### src/rtl/i2c_target_regfile.sv
// I2C target with a NUM_REGS x 8 register file, oversampling SCL/SDA on the system clock.
// Optional macro I2C_TARGET_AUTOINC_EN: pointer advances after every data byte.
module i2c_target_regfile #(
   parameter logic [6:0] ADDR        = 7'h2A,
   parameter int         NUM_REGS    = 8,
   parameter int         SYNC_STAGES = 2,
   localparam int        PW          = $clog2(NUM_REGS)
) (
   input  logic                  clk,
   input  logic                  rst_n,
   input  logic                  scl_in,
   input  logic                  sda_in,
   output logic                  sda_oe,
   output logic [NUM_REGS*8-1:0] regs_out,
   output logic                  wr_strobe,
   output logic [PW-1:0]         wr_index,
   output logic                  busy
);

   typedef enum logic [2:0] {
      S_IDLE, S_ADDR, S_ACK, S_PTR, S_WDATA, S_RDATA, S_HACK, S_IGNORE
   } state_t;

   logic [SYNC_STAGES-1:0] scl_sync, sda_sync;
   logic                   scl_d, sda_d;
   logic                   scl_s, sda_s;
   logic                   scl_rise, scl_fall, start_det, stop_det;

   state_t                 state, ack_next;
   logic [3:0]             cnt;
   logic [7:0]             shift, rx_byte, rd_byte;
   logic [PW-1:0]          ptr;
   logic                   host_ack;
   logic [NUM_REGS-1:0][7:0] regs;

   assign regs_out = regs;

   // Synchronisers reset to the idle-bus level so reset release never looks like START/STOP.
   always_ff @(posedge clk or negedge rst_n) begin
      if (!rst_n) begin
         scl_sync <= '1;
         sda_sync <= '1;
         scl_d    <= 1'b1;
         sda_d    <= 1'b1;
      end else begin
         scl_sync <= {scl_sync[SYNC_STAGES-2:0], scl_in};
         sda_sync <= {sda_sync[SYNC_STAGES-2:0], sda_in};
         scl_d    <= scl_sync[SYNC_STAGES-1];
         sda_d    <= sda_sync[SYNC_STAGES-1];
      end
   end

   assign scl_s     = scl_sync[SYNC_STAGES-1];
   assign sda_s     = sda_sync[SYNC_STAGES-1];
   assign scl_rise  = scl_s & ~scl_d;
   assign scl_fall  = ~scl_s & scl_d;
   assign start_det = scl_s & scl_d & sda_d & ~sda_s;
   assign stop_det  = scl_s & scl_d & ~sda_d & sda_s;
   assign rx_byte   = {shift[6:0], sda_s};

   function automatic logic [PW-1:0] ptr_next(input logic [PW-1:0] p);
`ifdef I2C_TARGET_AUTOINC_EN
      return p + 1'b1;
`else
      return p;
`endif
   endfunction

   always_ff @(posedge clk or negedge rst_n) begin
      if (!rst_n) begin
         state     <= S_IDLE;
         ack_next  <= S_IDLE;
         cnt       <= '0;
         shift     <= '0;
         rd_byte   <= '0;
         ptr       <= '0;
         host_ack  <= 1'b0;
         regs      <= '0;
         sda_oe    <= 1'b0;
         wr_strobe <= 1'b0;
         wr_index  <= '0;
         busy      <= 1'b0;
      end else begin
         wr_strobe <= 1'b0;
         if (stop_det) begin
            state  <= S_IDLE;
            busy   <= 1'b0;
            sda_oe <= 1'b0;
         end else if (start_det) begin
            state  <= S_ADDR;
            cnt    <= '0;
            sda_oe <= 1'b0;
         end else begin
            case (state)
               S_ADDR: begin
                  if (scl_rise && cnt < 4'd8) begin
                     shift <= rx_byte;
                     cnt   <= cnt + 4'd1;
                     if (cnt == 4'd7) busy <= (rx_byte[7:1] == ADDR);
                  end else if (scl_fall && cnt == 4'd8) begin
                     if (shift[7:1] == ADDR) begin
                        sda_oe   <= 1'b1;
                        state    <= S_ACK;
                        ack_next <= shift[0] ? S_RDATA : S_PTR;
                     end else begin
                        state <= S_IGNORE;
                     end
                  end
               end
               S_ACK: begin
                  if (scl_fall) begin
                     state <= ack_next;
                     cnt   <= '0;
                     if (ack_next == S_RDATA) begin
                        rd_byte <= regs[ptr];
                        sda_oe  <= ~regs[ptr][7];
                     end else begin
                        sda_oe <= 1'b0;
                     end
                  end
               end
               S_PTR, S_WDATA: begin
                  if (scl_rise && cnt < 4'd8) begin
                     shift <= rx_byte;
                     cnt   <= cnt + 4'd1;
                     if (cnt == 4'd7) begin
                        if (state == S_PTR) begin
                           ptr <= rx_byte[PW-1:0];
                        end else begin
                           regs[ptr] <= rx_byte;
                           wr_strobe <= 1'b1;
                           wr_index  <= ptr;
                           ptr       <= ptr_next(ptr);
                        end
                     end
                  end else if (scl_fall && cnt == 4'd8) begin
                     sda_oe   <= 1'b1;
                     state    <= S_ACK;
                     ack_next <= S_WDATA;
                  end
               end
               S_RDATA: begin
                  // rd_byte shifts left so bit 6 is always the next bit to present.
                  if (scl_rise && cnt < 4'd8) begin
                     cnt <= cnt + 4'd1;
                  end else if (scl_fall && cnt == 4'd8) begin
                     sda_oe <= 1'b0;
                     ptr    <= ptr_next(ptr);
                     state  <= S_HACK;
                     cnt    <= '0;
                  end else if (scl_fall && cnt != 4'd0) begin
                     sda_oe  <= ~rd_byte[6];
                     rd_byte <= {rd_byte[6:0], 1'b0};
                  end
               end
               S_HACK: begin
                  if (scl_rise) begin
                     host_ack <= ~sda_s;
                     cnt      <= 4'd1;
                  end else if (scl_fall && cnt == 4'd1) begin
                     cnt <= '0;
                     if (host_ack) begin
                        state   <= S_RDATA;
                        rd_byte <= regs[ptr];
                        sda_oe  <= ~regs[ptr][7];
                     end else begin
                        state  <= S_IGNORE;
                        sda_oe <= 1'b0;
                     end
                  end
               end
               default: ;
            endcase
         end
      end
   end

endmodule
### config.mk
export PLATFORM = sky130hd
export DESIGN_NAME = i2c_target_regfile
export DESIGN_NICKNAME = d
export VERILOG_FILES = /design/src/rtl/i2c_target_regfile.sv
export SDC_FILE = /design/constraint.sdc
export NUM_CORES = 1
export LEC_CHECK = 0
export ABC_AREA = 1
export BUFFER_PORTS_ARGS = -buffer_cell sky130_fd_sc_hd__buf_2
export CAP_MARGIN = 20
export CORE_MARGIN = 4
export CORE_UTILIZATION = 35
export CTS_BUF_LIST = sky130_fd_sc_hd__clkbuf_16
export DETAILED_ROUTE_END_ITERATION = 7
export PLACE_DENSITY = 0.5
export SKIP_CTS_REPAIR_TIMING = 1
export SLEW_MARGIN = 0
export SYNTH_ARGS = -nofsm -noshare
export SYNTH_HDL_FRONTEND = slang
export SYNTH_SLANG_ARGS = --single-unit
### constraint.sdc
create_clock -name clk -period 4.55 [get_ports clk]
set_clock_uncertainty 0.2 [all_clocks]
set_input_delay 0.91 -clock clk [delete_from_list [all_inputs] [get_ports clk]]
set_output_delay 0.91 -clock clk [all_outputs]
set_load 0.02 [all_outputs]
# Yosys cells after proc, flatten, opt, wreduce, memory -nomap -nowiden

Index checks and enable logic that the tools add are counted.

Add/subtract/negate cells: 1
Multiply operators: 0
Div/mod/pow operators: 0
Magnitude comparators: 3
Equal/unequal tests: 41
Shift operators: 0
Mux-type cells: 70
Bitwise logic cells: 16
Reductions and logical operators: 25

Operator list:

| operator           | count |
|---|---|
| $bwmux 64          | 1 |
| $mux 7             | 8 |
| $mux 3             | 18 |
| $ne 4x4->1 const B | 12 |
| $mux 4             | 7 |
| $mux 1             | 26 |
| $ne 2x2->1 const B | 13 |
| $bmux 8 s3         | 1 |
| $demux 8 s3        | 1 |
| $reduce_and 11->1  | 2 |
| $pmux 7 s3         | 1 |
| $reduce_and 6->1   | 3 |
| $mux 8             | 2 |
| $pmux 4 s4         | 1 |
| $pmux 3 s5         | 1 |
| $eq 7x6->1 const B | 2 |
| $eq 3x3->1 const B | 4 |
| $reduce_and 4->1   | 3 |
| $reduce_and 10->1  | 1 |
| $not 1->1          | 9 |
| $reduce_and 8->1   | 1 |
| $reduce_bool 2->1  | 4 |
| $and 1x1->1        | 7 |
| $reduce_bool 7->1  | 1 |
| other kinds (22)   | 27 |

Flip-flop bits (word level): 105
Bits in latches: 0
RAM bits: 0
Memory bits (read-only): 0
Bits of input ports: 4
Output and inout bits: 70
Logic and storage cells: 179
Memories: 0

# Logic depth before layout (Yosys ltp)

Gate-level depths: netlist of the first run.

Depth after elaboration: 9
Mapped depth: 13
Mapped depth without buffers: 13

# Least setup slack after synthesis of the first run

OpenSTA, ideal clock, no wires.

Path kind: register to register
Start: register scl_sync[1]
End: register busy
Library setup time: 0.120 ns
Arrival: 1.464 ns
Data required time: 4.230 ns
Path slack: 2.765 ns
Stages on the path, launching flop included: 8
Buffers on the path: 0
Clock period less this slack: 1.785 ns
Cell sequence: dfstp_2 > nand2_2 > nor2_1 > nand2_1 > nor3b_1 > o21ai_0 > o211ai_1 > inv_1

Cells in the longest elaborated chain, start to end: 5
Elaborated cells between the ends (all ways): 13
Those cells by class: 1 x eq/ne; 1 x mux; 6 x bitwise; 5 x reduce/logical

RTL lines:

| what                                                                    | RTL line | text |
|---|---|---|
| start, declared                                                         | 24       | `logic [SYNC_STAGES-1:0] scl_sync, sda_sync;` |
| start signal, assigned                                                  | 46       | `scl_sync <= {scl_sync[SYNC_STAGES-2:0], scl_in};` |
| $and 1x1->1                                                             | 57, 58   |  |
| $and 1x1->1, on equally long branches (2 in a row)                      | 57, 58   |  |
| $ne 2x1->1 (no source line) / $reduce_bool 2->1 (equally long branches) | --       |  |
| $reduce_and 4->1 (no source line)                                       | --       |  |
| end signal, assigned                                                    | 99       | `if (cnt == 4'd7) busy <= (rx_byte[7:1] == ADDR);` |
| end, declared                                                           | 17       | `output logic busy` |

Several ways; a longest one is shown, not always the timed one.
A chain may end at the register's enable or synchronous reset.

# Worst setup path in the final report of the first run

Same ends and word-level chain as after synthesis.

==> results of run 1 <==
## routing by layer
layer	vias up	part of all wire	track usage	wire [µm]
met5	-	0	0	0
met4	0	0.021	0.0678	322
met3	19	0.049	0.0341	751
met2	118	0.45	0.294	6910
met1	2192	0.48	0.277	7490
li1	2216	-	-	-
## cells by family (layout without fill, tap and decap cells)
kind of cell | after synthesis | after routing
xor+xnor | 2 | 2
fa+ha+maj | 3 | 3
flops | 105 | 105
simple gates | 295 | 295
compound gates | 147 | 147
buf+inv | 88 | 156
## sequential cells by signal, indices dropped and copies added, names as in the netlist
name / count
host_ack: 1
cnt: 4
ack_next: 3
shift: 8
scl_sync: 2
regs_out: 64
sda_oe: 1
scl_d: 1
wr_strobe: 1
wr_index: 3
busy: 1
state: 3
ptr: 3
rd_byte: 7
sda_sync: 2
sda_d: 1
## worst max-delay path, stage by stage (launching register included)
cell,delay [ns]
dfstp_2,0.58
nand2_2,0.11
nor2_1,0.41
nand2_1,0.21
nor3b_1,0.38
o21ai_0,0.16
o211ai_1,0.11
inv_1,0.05
## power by group
part / switching [mW] / internal, mW
logic: 0.555 / 0.197
clock network: 0.359 / 0.365
registers: 0.0810 / 1.01
total: 0.995 / 1.57
## cells in the final DEF, fill, tap and decap left out, types with 2 or more instances in the layout
cell / n
buf_2: 72
nand4_1: 9
buf_4: 4
nand2_2: 4
o21ai_2: 11
o21ai_0: 49
dfstp_2: 6
nand2_4: 7
clkbuf_16: 9
o21ai_1: 57
nor2_2: 6
nor2_8: 2
nand3_1: 33
nor2_1: 51
inv_2: 7
ha_1: 3
inv_1: 56
clkinv_1: 5
dfrtp_1: 99
o211ai_1: 13
a21oi_1: 13
nand2_1: 177
## stage by stage
stage / hold slack (ns) / std cells / instance area (µm²) / util / setup WS, ns
global route: 0.161 / 892 / 5990 / 0.409 / 2.05
finish: 0.157 / 892 / 5990 / 0.409 / 2.23
detailed placement: 0.147 / 875 / 5700 / 0.389 / 2.27
floorplan: 0.145 / 640 / 5280 / - / 2.77
global placement: 0.146 / 875 / 5700 / 0.389 / 2.30
CTS: 0.157 / 891 / 5960 / 0.407 / 2.25
## cell type report
cell class,instances,share of cell area
well taps,184,0.0385
inverters,63,0.0395
clock buffers,9,0.0376
clock inverters,7,0.00606
multi-input cells,447,0.368
flip-flops and latches,105,0.440
repair buffers,77,0.0698
## final timing paths
check	endpoint	start	slack, ns
setup / recovery	busy	scl_sync[1]	2.23
min in group asynchronous	wr_index[0]	rst_n	0.28
hold / removal	scl_sync[1]	scl_sync[0]	0.16
max in group asynchronous	regs_out[18]	rst_n	3.03
setup reg to reg	busy	scl_sync[1]	2.23
hold reg to reg	scl_sync[1]	scl_sync[0]	0.16
==> impl_table.tex, run 1 <==
\begin{tabular}{lr}
\hline
Metric & Value \\
\hline
\multicolumn{2}{l}{\textbf{Status}} \\
Run status & finished clean \\
\multicolumn{2}{l}{\textbf{Cells and area}} \\
Area grow syn2layout & 13.4\% \\
Final Net Count & 710 \\
Filler cells & 1554 \\
Fraction of layout cells with a size suffix above 1 & 0.192 \\
Area of combinational cells with multiple inputs & 0.00221 mm² \\
Reg area & 0.00264 mm² \\
Final antenna diode count & 0 \\
\multicolumn{2}{l}{\textbf{Logic synthesis}} \\
Top flip-flop cell by instance count after synthesis & dfrtp\_1 \\
Post-Synth XOR/XNOR Area & 0.00332 \\
Cell types with the highest counts after synthesis & nand2\_1, dfrtp\_1, o21ai\_1, inv\_1, nor2\_1 \\
Net count after synthesis & 647 \\
Main area contributors after synthesis & dfrtp\_1, nand2\_1, o21ai\_1 \\
Synth area leader & dfrtp\_1 \\
Main combinational cell family by area after synthesis & simple AND/OR/NAND/NOR gates \\
Multiplexer share of the synthesized area & 0 \\
Number of enable-type register cells in the synthesized netlist & 0 \\
FFs w/ async S/R, synth & 1.00 \\
Most frequent cell after synthesis & nand2\_1 \\
Number of library cell types mapped by synthesis & 34 \\
Number of synthesized register bits & 105 \\
Warnings, synthesis & 0 \\
Area fraction of the dominant cell type after synthesis & 0.469 \\
Avg Cell Area, Syn & 8.25 µm² \\
Adder-cell share of the synthesized area & 0.00711 \\
Post-synthesis compound-gate area fraction & 0.155 \\
Simple-gate portion of the synthesized area & 0.252 \\
Share of the yosys chip area belonging to registers & 0.499 \\
Post-Syn Area & 0.00528 mm² \\
Synth Instances & 640 \\
\multicolumn{2}{l}{\textbf{Timing}} \\
Final min period & 2.32 ns \\
Final hold vios & 0 \\
Share of the clock period used by the worst path & 0.510 \\
Total negative slack & 0 ns \\
Final setup violation count & 0 \\
Transition at the pin with the smallest max-transition slack & 0.612 ns \\
Number of slew-limit violations in the final report & 0 \\
Maximum clock rate & 431 MHz \\
Unrepaired setup endpoints after global routing & false \\
Tightest slew margin relative to the limit & 0.588 \\
\multicolumn{2}{l}{\textbf{Placed design}} \\
Quantity of I/O buffers inserted on ports & 73 \\
Detailed placement HPWL & 11300 µm \\
Global placer's final weighted congestion & 0.908 \\
\multicolumn{2}{l}{\textbf{CTS}} \\
Clock tree root buffer cell & clkbuf\_16 \\
Sink count of the clock tree & 105 \\
Clock buffers created by TritonCTS & 9 \\
Clk\_lat worst skew & 0.36 ns \\
TritonCTS clock tree & done \\
Longest Clk Path Bufs & 2 \\
Clock-pin transition on the worst setup and hold timing paths & 0.07 ns \\
Maximum level of the CTS H-tree & 3 \\
\multicolumn{2}{l}{\textbf{Routing}} \\
Via density per instance & 5.10 \\
Final wirelength & 15500 µm \\
Number of antenna-violating nets in the routed design & 0 \\
Violation count after the first detailed-route iteration & 288 \\
Vias & 4545 \\
Routed length per instance & 17.4 µm \\
Number of design rule violations left after detail routing & 0 \\
First-pass iteration count of the detailed router & 5 \\
\multicolumn{2}{l}{\textbf{Worst setup path}} \\
Largest fanout of any net on the critical path & 7 \\
Cell depth of the worst flop-to-flop path & 7 \\
Crit path kind & reg2reg \\
CP Launch Type & flop \\
Arrival time at the worst endpoint & 2.36 ns \\
CP Data Required Time & 4.59 ns \\
Critical Path Sink Type & flop \\
\multicolumn{2}{l}{\textbf{Power and ir drop}} \\
Ratio of total power to cell area & 429 mW/mm² \\
Power, Total & 2.57 mW \\
Peak supply drop & 0.245 mV \\
Static leakage power & 3.01 nW \\
\multicolumn{2}{l}{\textbf{Hold path}} \\
Hold depth & 0 \\
Class of the tightest hold or removal check & reg2reg \\
\multicolumn{2}{l}{\textbf{Global routing}} \\
Vias in the first global route & 4495 \\
Global route total overflow & 0 \\
Global router's overall resource usage & 0.193 \\
Maximum number of pins on one net before global-route repair & 81 \\
Global-route wire length before repair & 25500 µm \\
Initial antenna violation count & 0 \\
\multicolumn{2}{l}{\textbf{Floorplanning}} \\
Die Span Y & 131 µm \\
Core Area & 0.0146 mm² \\
Die area & 0.0171 mm² \\
I/O pins & 74 \\
Standard-cell row count & 44 \\
Initial Utilization & 0.360 \\
Chip Width & 131 µm \\
\multicolumn{2}{l}{\textbf{Run}} \\
Max-cap viol count & 0 \\
\hline
\end{tabular}
Note: power is estimated with default switching activity, not from simulation.
==> run 2, diff against run 1 <==
--- a/config.mk
+++ b/config.mk
@@ -12,7 +12,7 @@
 export CORE_UTILIZATION = 35
 export CTS_BUF_LIST = sky130_fd_sc_hd__clkbuf_16
 export DETAILED_ROUTE_END_ITERATION = 7
-export PLACE_DENSITY = 0.5
+export PLACE_DENSITY = 0.52
 export SKIP_CTS_REPAIR_TIMING = 1
 export SLEW_MARGIN = 0
 export SYNTH_ARGS = -nofsm -noshare
==> constraint.sdc (replaced) <==
create_clock -name clk -period 1.9 [get_ports clk]
set_clock_uncertainty 0.2 [all_clocks]
set_input_delay 0.38 -clock clk [delete_from_list [all_inputs] [get_ports clk]]
set_output_delay 0.38 -clock clk [all_outputs]
set_load 0.02 [all_outputs]
==> run 2 against run 1 <==
  * Largest cell class unchanged
  * Via count grew 4.5%
  * The flow now finishes with violations (setup timing)
  * Flip-flop and latch count unchanged
  * Hold slack got worse by 0.0013 ns
  * Highest routed layer unchanged
  * Final area up 12%
==> impl_table.tex, run 2 (synthesis gave the netlist of run 1 again) <==
\begin{tabular}{lr}
\hline
Metric & Value \\
\hline
\multicolumn{2}{l}{\textbf{Floorplanning}} \\
Die area & 0.0171 mm² \\
Standard-cell row count & 44 \\
Chip Width & 131 µm \\
Initial Utilization & 0.360 \\
Core Area & 0.0146 mm² \\
Die Span Y & 131 µm \\
I/O pins & 74 \\
\multicolumn{2}{l}{\textbf{Routing}} \\
Violation count after the first detailed-route iteration & 307 \\
Via density per instance & 5.01 \\
Vias & 4751 \\
First-pass iteration count of the detailed router & 5 \\
Final wirelength & 15800 µm \\
Routed length per instance & 16.7 µm \\
Number of design rule violations left after detail routing & 0 \\
Number of antenna-violating nets in the routed design & 0 \\
\multicolumn{2}{l}{\textbf{Worst setup path}} \\
Worst reg2reg path endpoint & rd\_byte[2] \\
Cell Chain, Critical Path & inv\_2 -> ha\_4 -> nand2\_4 -> nor2\_4 -> nand2\_4 -> inv\_2 -> nand2\_1 -> nand4\_1 -> nor2\_4 -> clkbuf\_16 -> nand2\_1 -> o21ai\_1 \\
Worst reg2reg startpoint & cnt[1] \\
CP Launch Type & flop \\
Critical Path Sink Type & flop \\
Worst path slowest cell & dfrtp\_1 \\
Arrival time at the worst endpoint & 1.99 ns \\
Setup slack, reg-to-reg & -0.006 ns \\
CP Data Required Time & 1.98 ns \\
Crit path kind & reg2reg \\
Largest fanout of any net on the critical path & 7 \\
Crit-path max cell delay & 0.44 ns \\
Cell depth of the worst flop-to-flop path & 12 \\
\multicolumn{2}{l}{\textbf{CTS}} \\
Maximum level of the CTS H-tree & 3 \\
Clk\_lat worst skew & 0.35 ns \\
Clock tree root buffer cell & clkbuf\_16 \\
TritonCTS clock tree & done \\
Sink count of the clock tree & 105 \\
Longest Clk Path Bufs & 2 \\
Clock buffers created by TritonCTS & 9 \\
Clock-pin transition on the worst setup and hold timing paths & 0.07 ns \\
\multicolumn{2}{l}{\textbf{Placed design}} \\
Quantity of I/O buffers inserted on ports & 73 \\
Detailed placement HPWL & 11500 µm \\
Placed instance count & 914 \\
Global placer's final weighted congestion & 0.950 \\
\multicolumn{2}{l}{\textbf{Cells and area}} \\
Filler cells & 1461 \\
Commonest non-fill, non-tap cell in the layout & nand2\_1 \\
Largest register FFs & 64 \\
Number of non-filler instances in the completed layout & 948 \\
Fraction of layout cells with a size suffix above 1 & 0.287 \\
Final antenna diode count & 0 \\
Final Net Count & 766 \\
Area grow syn2layout & 26.7\% \\
Commonest cells after routing, fill and taps aside & nand2\_1, dfrtp\_1, buf\_2, o21ai\_1, inv\_1 \\
\multicolumn{2}{l}{\textbf{Global routing}} \\
Global route total overflow & 0 \\
Initial antenna violation count & 0 \\
Vias in the first global route & 4418 \\
Global-route wire length before repair & 24900 µm \\
Maximum number of pins on one net before global-route repair & 35 \\
Global router's overall resource usage & 0.190 \\
\multicolumn{2}{l}{\textbf{Timing}} \\
Unrepaired setup endpoints after global routing & true \\
Total negative slack & -0.00991 ns \\
Share of the clock period used by the worst path & 1.00 \\
Number of slew-limit violations in the final report & 0 \\
Transition at the pin with the smallest max-transition slack & 0.464 ns \\
Final Worst Setup Slack & -0.00606 ns \\
Maximum clock rate & 525 MHz \\
Final min period & 1.91 ns \\
Final setup violation count & 2 \\
Final hold vios & 0 \\
Tightest slew margin relative to the limit & 0.690 \\
\multicolumn{2}{l}{\textbf{Hold path}} \\
Worst Min Path Start & sda\_sync[0] \\
Endpoint, Worst Hold & sda\_sync[1] \\
Hold depth & 0 \\
Class of the tightest hold or removal check & reg2reg \\
\multicolumn{2}{l}{\textbf{Power and ir drop}} \\
Power, Total & 6.89 mW \\
Static leakage power & 3.33 nW \\
Peak supply drop & 0.505 mV \\
Ratio of total power to cell area & 1030 mW/mm² \\
\multicolumn{2}{l}{\textbf{Run}} \\
Max-cap viol count & 0 \\
\multicolumn{2}{l}{\textbf{Status}} \\
Run status & finished with violations \\
Violated checks & setup timing \\
\hline
\end{tabular}
[run 2: changes by cell type in the layout (fill, tap and decap cells not counted), sizes merged]
| cell | change |
|---|---|
| clkinvlp | +1 |
| clkinv | -6 |
| inv | +5 |
| clkbuf | +1 |
| dlygate4sd3 | +3 |
| buf | +52 |
[run 2: worst max path at each step]
stage	endpoint	cells past startpoint	startpoint	slack (ns)
floorplan	busy	7	scl_sync[1]	0.12
global placement	regs_out[29]	8	cnt[1]	-0.0004
detailed placement	regs_out[45]	8	cnt[1]	-0.03
CTS	regs_out[45]	8	cnt[1]	-0.05
global route	rd_byte[2]	12	cnt[1]	-0.1
finish	rd_byte[2]	12	cnt[1]	-0.006
[run 2: routing by layer]
metal,routed length (µm),global-route usage,part of all wire
met1,7530,0.287,0.48
met2,7150,0.280,0.45
met3,917,0.0325,0.058
met4,231,0.0526,0.015
met5,0,0,0
[run 2: power breakdown]
part / switching (mW) / total, mW / leakage (nW) / internal [mW]
clock: 0.832 / 1.70 / 0.142 / 0.872
combinational: 1.58 / 2.57 / 1.76 / 0.989
sequential: 0.188 / 2.61 / 1.42 / 2.43
total: 2.60 / 6.89 / 3.33 / 4.29
[run 2: cell type report]
type	instances	area (µm²)	area share
inverter	63	239	0.0357
sequential	105	2640	0.395
multi-input combinational	447	2390	0.357
clock buffer	9	225	0.0337
clock inverter	7	35.0	0.00524
timing repair buffer	133	930	0.139
tap	184	230	0.0344
[run 2: critical path: cells and delay by family (launching register included)]
family	cells	cell delay, ns
simple gates	7	0.65
flops	1	0.44
buf+inv	3	0.31
fa+ha+maj	1	0.18
compound gates	1	0.07
[run 2: through the flow]
| step | setup WS, ns | area (µm²) | hold WS (ns) | util |
|---|---|---|---|---|
| floorplan | 0.115 | 5280 | -0.116 | - |
| global placement | -0.000436 | 6050 | 0.141 | 0.413 |
| detailed placement | -0.0290 | 6050 | 0.146 | 0.413 |
| CTS | -0.0531 | 6310 | -0.231 | 0.431 |
| global route | -0.0983 | 6690 | 0.161 | 0.457 |
| finish | -0.00606 | 6690 | 0.156 | 0.457 |
==> run 3, diff against run 2 <==
--- a/config.mk
+++ b/config.mk
@@ -10,7 +10,6 @@
 export CAP_MARGIN = 20
 export CORE_MARGIN = 4
 export CORE_UTILIZATION = 35
-export CTS_BUF_LIST = sky130_fd_sc_hd__clkbuf_16
 export DETAILED_ROUTE_END_ITERATION = 7
 export PLACE_DENSITY = 0.52
 export SKIP_CTS_REPAIR_TIMING = 1
@@ -18,3 +17,4 @@
 export SYNTH_ARGS = -nofsm -noshare
 export SYNTH_HDL_FRONTEND = slang
 export SYNTH_SLANG_ARGS = --single-unit
+export TNS_END_PERCENT = 30
==> run 3 against run 2 <==
  * The run still ends with setup timing left
  * Combinational power is essentially flat
  * Worst setup slack lost 0.0076 ns
  * Global-route usage is the same
  * Sequential power is essentially flat
  * Clock power is essentially flat
  * Fmax shrank 0.40%
  * Via count shrank 0.29%
  * First-iteration DRC count shrank 5.2%
  * Critical path depth shrank 1
  * Largest power group unchanged
  * Highest routed layer unchanged
==> impl_table.tex, run 3 (synthesis gave the netlist of run 1 again) <==
\begin{tabular}{lr}
\hline
Metric & Value \\
\hline
\multicolumn{2}{l}{\textbf{Status}} \\
Run status & finished with violations \\
Violated checks & setup timing \\
\multicolumn{2}{l}{\textbf{Cells and area}} \\
Largest register FFs & 64 \\
Area grow syn2layout & 25.9\% \\
Commonest non-fill, non-tap cell in the layout & nand2\_1 \\
Final antenna diode count & 0 \\
Final cell utilization of the core & 0.454 \\
Fraction of layout cells with a size suffix above 1 & 0.283 \\
Commonest cells after routing, fill and taps aside & nand2\_1, dfrtp\_1, buf\_2, o21ai\_1, inv\_1 \\
Final Net Count & 764 \\
\multicolumn{2}{l}{\textbf{Global routing}} \\
Vias in the first global route & 4418 \\
Maximum number of pins on one net before global-route repair & 35 \\
Global route total overflow & 0 \\
Global router's overall resource usage & 0.190 \\
Global-route wire length before repair & 24900 µm \\
Initial antenna violation count & 0 \\
\multicolumn{2}{l}{\textbf{Worst setup path}} \\
Cell depth of the worst flop-to-flop path & 11 \\
Crit-path max cell delay & 0.43 ns \\
Critical Path Sink Type & flop \\
Worst reg2reg path endpoint & rd\_byte[2] \\
Worst path slowest cell & dfrtp\_1 \\
Arrival time at the worst endpoint & 1.99 ns \\
Setup slack, reg-to-reg & -0.01 ns \\
CP Data Required Time & 1.98 ns \\
Cell Chain, Critical Path & buf\_4 -> ha\_1 -> nand2\_1 -> nor2\_2 -> nor2\_2 -> inv\_1 -> nand4\_1 -> nor2\_4 -> clkbuf\_16 -> nand2\_1 -> o21ai\_1 \\
CP Launch Type & flop \\
Crit path kind & reg2reg \\
Worst reg2reg startpoint & cnt[0] \\
Largest fanout of any net on the critical path & 7 \\
\multicolumn{2}{l}{\textbf{Floorplanning}} \\
I/O pins & 74 \\
Chip Width & 131 µm \\
Die area & 0.0171 mm² \\
Initial Utilization & 0.360 \\
Core Area & 0.0146 mm² \\
Standard-cell row count & 44 \\
Die Span Y & 131 µm \\
\multicolumn{2}{l}{\textbf{Timing}} \\
Unrepaired setup endpoints after global routing & true \\
Number of slew-limit violations in the final report & 0 \\
Final hold vios & 0 \\
Worst hold margin & 0.156 ns \\
Maximum clock rate & 523 MHz \\
Final Worst Setup Slack & -0.0136 ns \\
Transition at the pin with the smallest max-transition slack & 0.468 ns \\
Tightest slew margin relative to the limit & 0.688 \\
Total negative slack & -0.0277 ns \\
Final setup violation count & 3 \\
Share of the clock period used by the worst path & 1.01 \\
Final min period & 1.91 ns \\
\multicolumn{2}{l}{\textbf{Power and ir drop}} \\
Static leakage power & 3.29 nW \\
Ratio of total power to cell area & 1030 mW/mm² \\
Peak supply drop & 0.506 mV \\
\multicolumn{2}{l}{\textbf{Placed design}} \\
Pre-CTS WS & -0.0290 ns \\
Detailed placement HPWL & 11500 µm \\
Global placer's final weighted congestion & 0.950 \\
Quantity of I/O buffers inserted on ports & 73 \\
\multicolumn{2}{l}{\textbf{Routing}} \\
Final wirelength & 15700 µm \\
Via density per instance & 5.01 \\
Vias & 4737 \\
Number of design rule violations left after detail routing & 0 \\
Routed length per instance & 16.6 µm \\
Violation count after the first detailed-route iteration & 291 \\
First-pass iteration count of the detailed router & 5 \\
Number of antenna-violating nets in the routed design & 0 \\
\multicolumn{2}{l}{\textbf{CTS}} \\
TritonCTS clock tree & done \\
Maximum level of the CTS H-tree & 3 \\
Sink count of the clock tree & 105 \\
Clock buffers created by TritonCTS & 9 \\
Clock-pin transition on the worst setup and hold timing paths & 0.07 ns \\
Clk\_lat worst skew & 0.35 ns \\
Longest Clk Path Bufs & 2 \\
Clock tree root buffer cell & clkbuf\_16 \\
\multicolumn{2}{l}{\textbf{Hold path}} \\
Endpoint, Worst Hold & sda\_sync[1] \\
Hold depth & 0 \\
Worst Min Path Start & sda\_sync[0] \\
Class of the tightest hold or removal check & reg2reg \\
\multicolumn{2}{l}{\textbf{Run}} \\
Max-cap viol count & 0 \\
\hline
\end{tabular}
[run 3: changes by cell type in the layout (fill, tap and decap cells not counted), moves of 2 or more]
cell      previous run  this run
clkbuf_1             0         5
inv_1               55        50
o21ai_1             62        60
o21ai_0             42        44
buf_6                3         1
[run 3: area by class of cell]
cell class / count / area, µm²
clock buffers: 14 / 244
well taps: 184 / 230
clock inverters: 2 / 16.3
inverters: 63 / 239
fillers: 1459 / 8000
flip-flops and latches: 105 / 2640
repair buffers: 131 / 907
multi-input cells: 447 / 2370
[run 3: power breakdown]
group | switching, mW | internal (mW)
clock | 0.829 | 0.899
sequential | 0.184 | 2.42
combinational | 1.57 | 0.976
[run 3: metrics by stage]
stage	instances	cell area (µm²)	power, mW
floorplan	640	5280	3.90
global route	946	6650	7.30
detailed placement	914	6050	4.82
CTS	930	6310	6.54
finish	946	6650	6.88
global placement	914	6050	4.78
[run 3: worst max-delay path, delay by kind of cell (launching register included)]
kind            cells  cell delay, ns
flops               1            0.43
simple gates        6            0.60
compound gates      1            0.07
fa+ha+maj           1            0.16
buf+inv             3            0.39
[run 3: worst max-delay path by stage]
stage | start | endpoint | slack (ns) | cells past startpoint
2_1_floorplan | scl_sync[1] | busy | 0.12 | 7
3_3_place_gp | cnt[1] | regs_out[29] | -0.0004 | 8
3_5_place_dp | cnt[1] | regs_out[45] | -0.03 | 8
4_1_cts | cnt[1] | regs_out[45] | -0.05 | 8
5_1_grt | cnt[0] | state[0] | -0.14 | 10
6_report | cnt[0] | rd_byte[2] | -0.01 | 11
[run 3: layer usage]
metal,part of all wire,global-route usage
met5,0,0
met4,0.013,0.0526
met3,0.067,0.0325
met2,0.45,0.280
met1,0.47,0.287
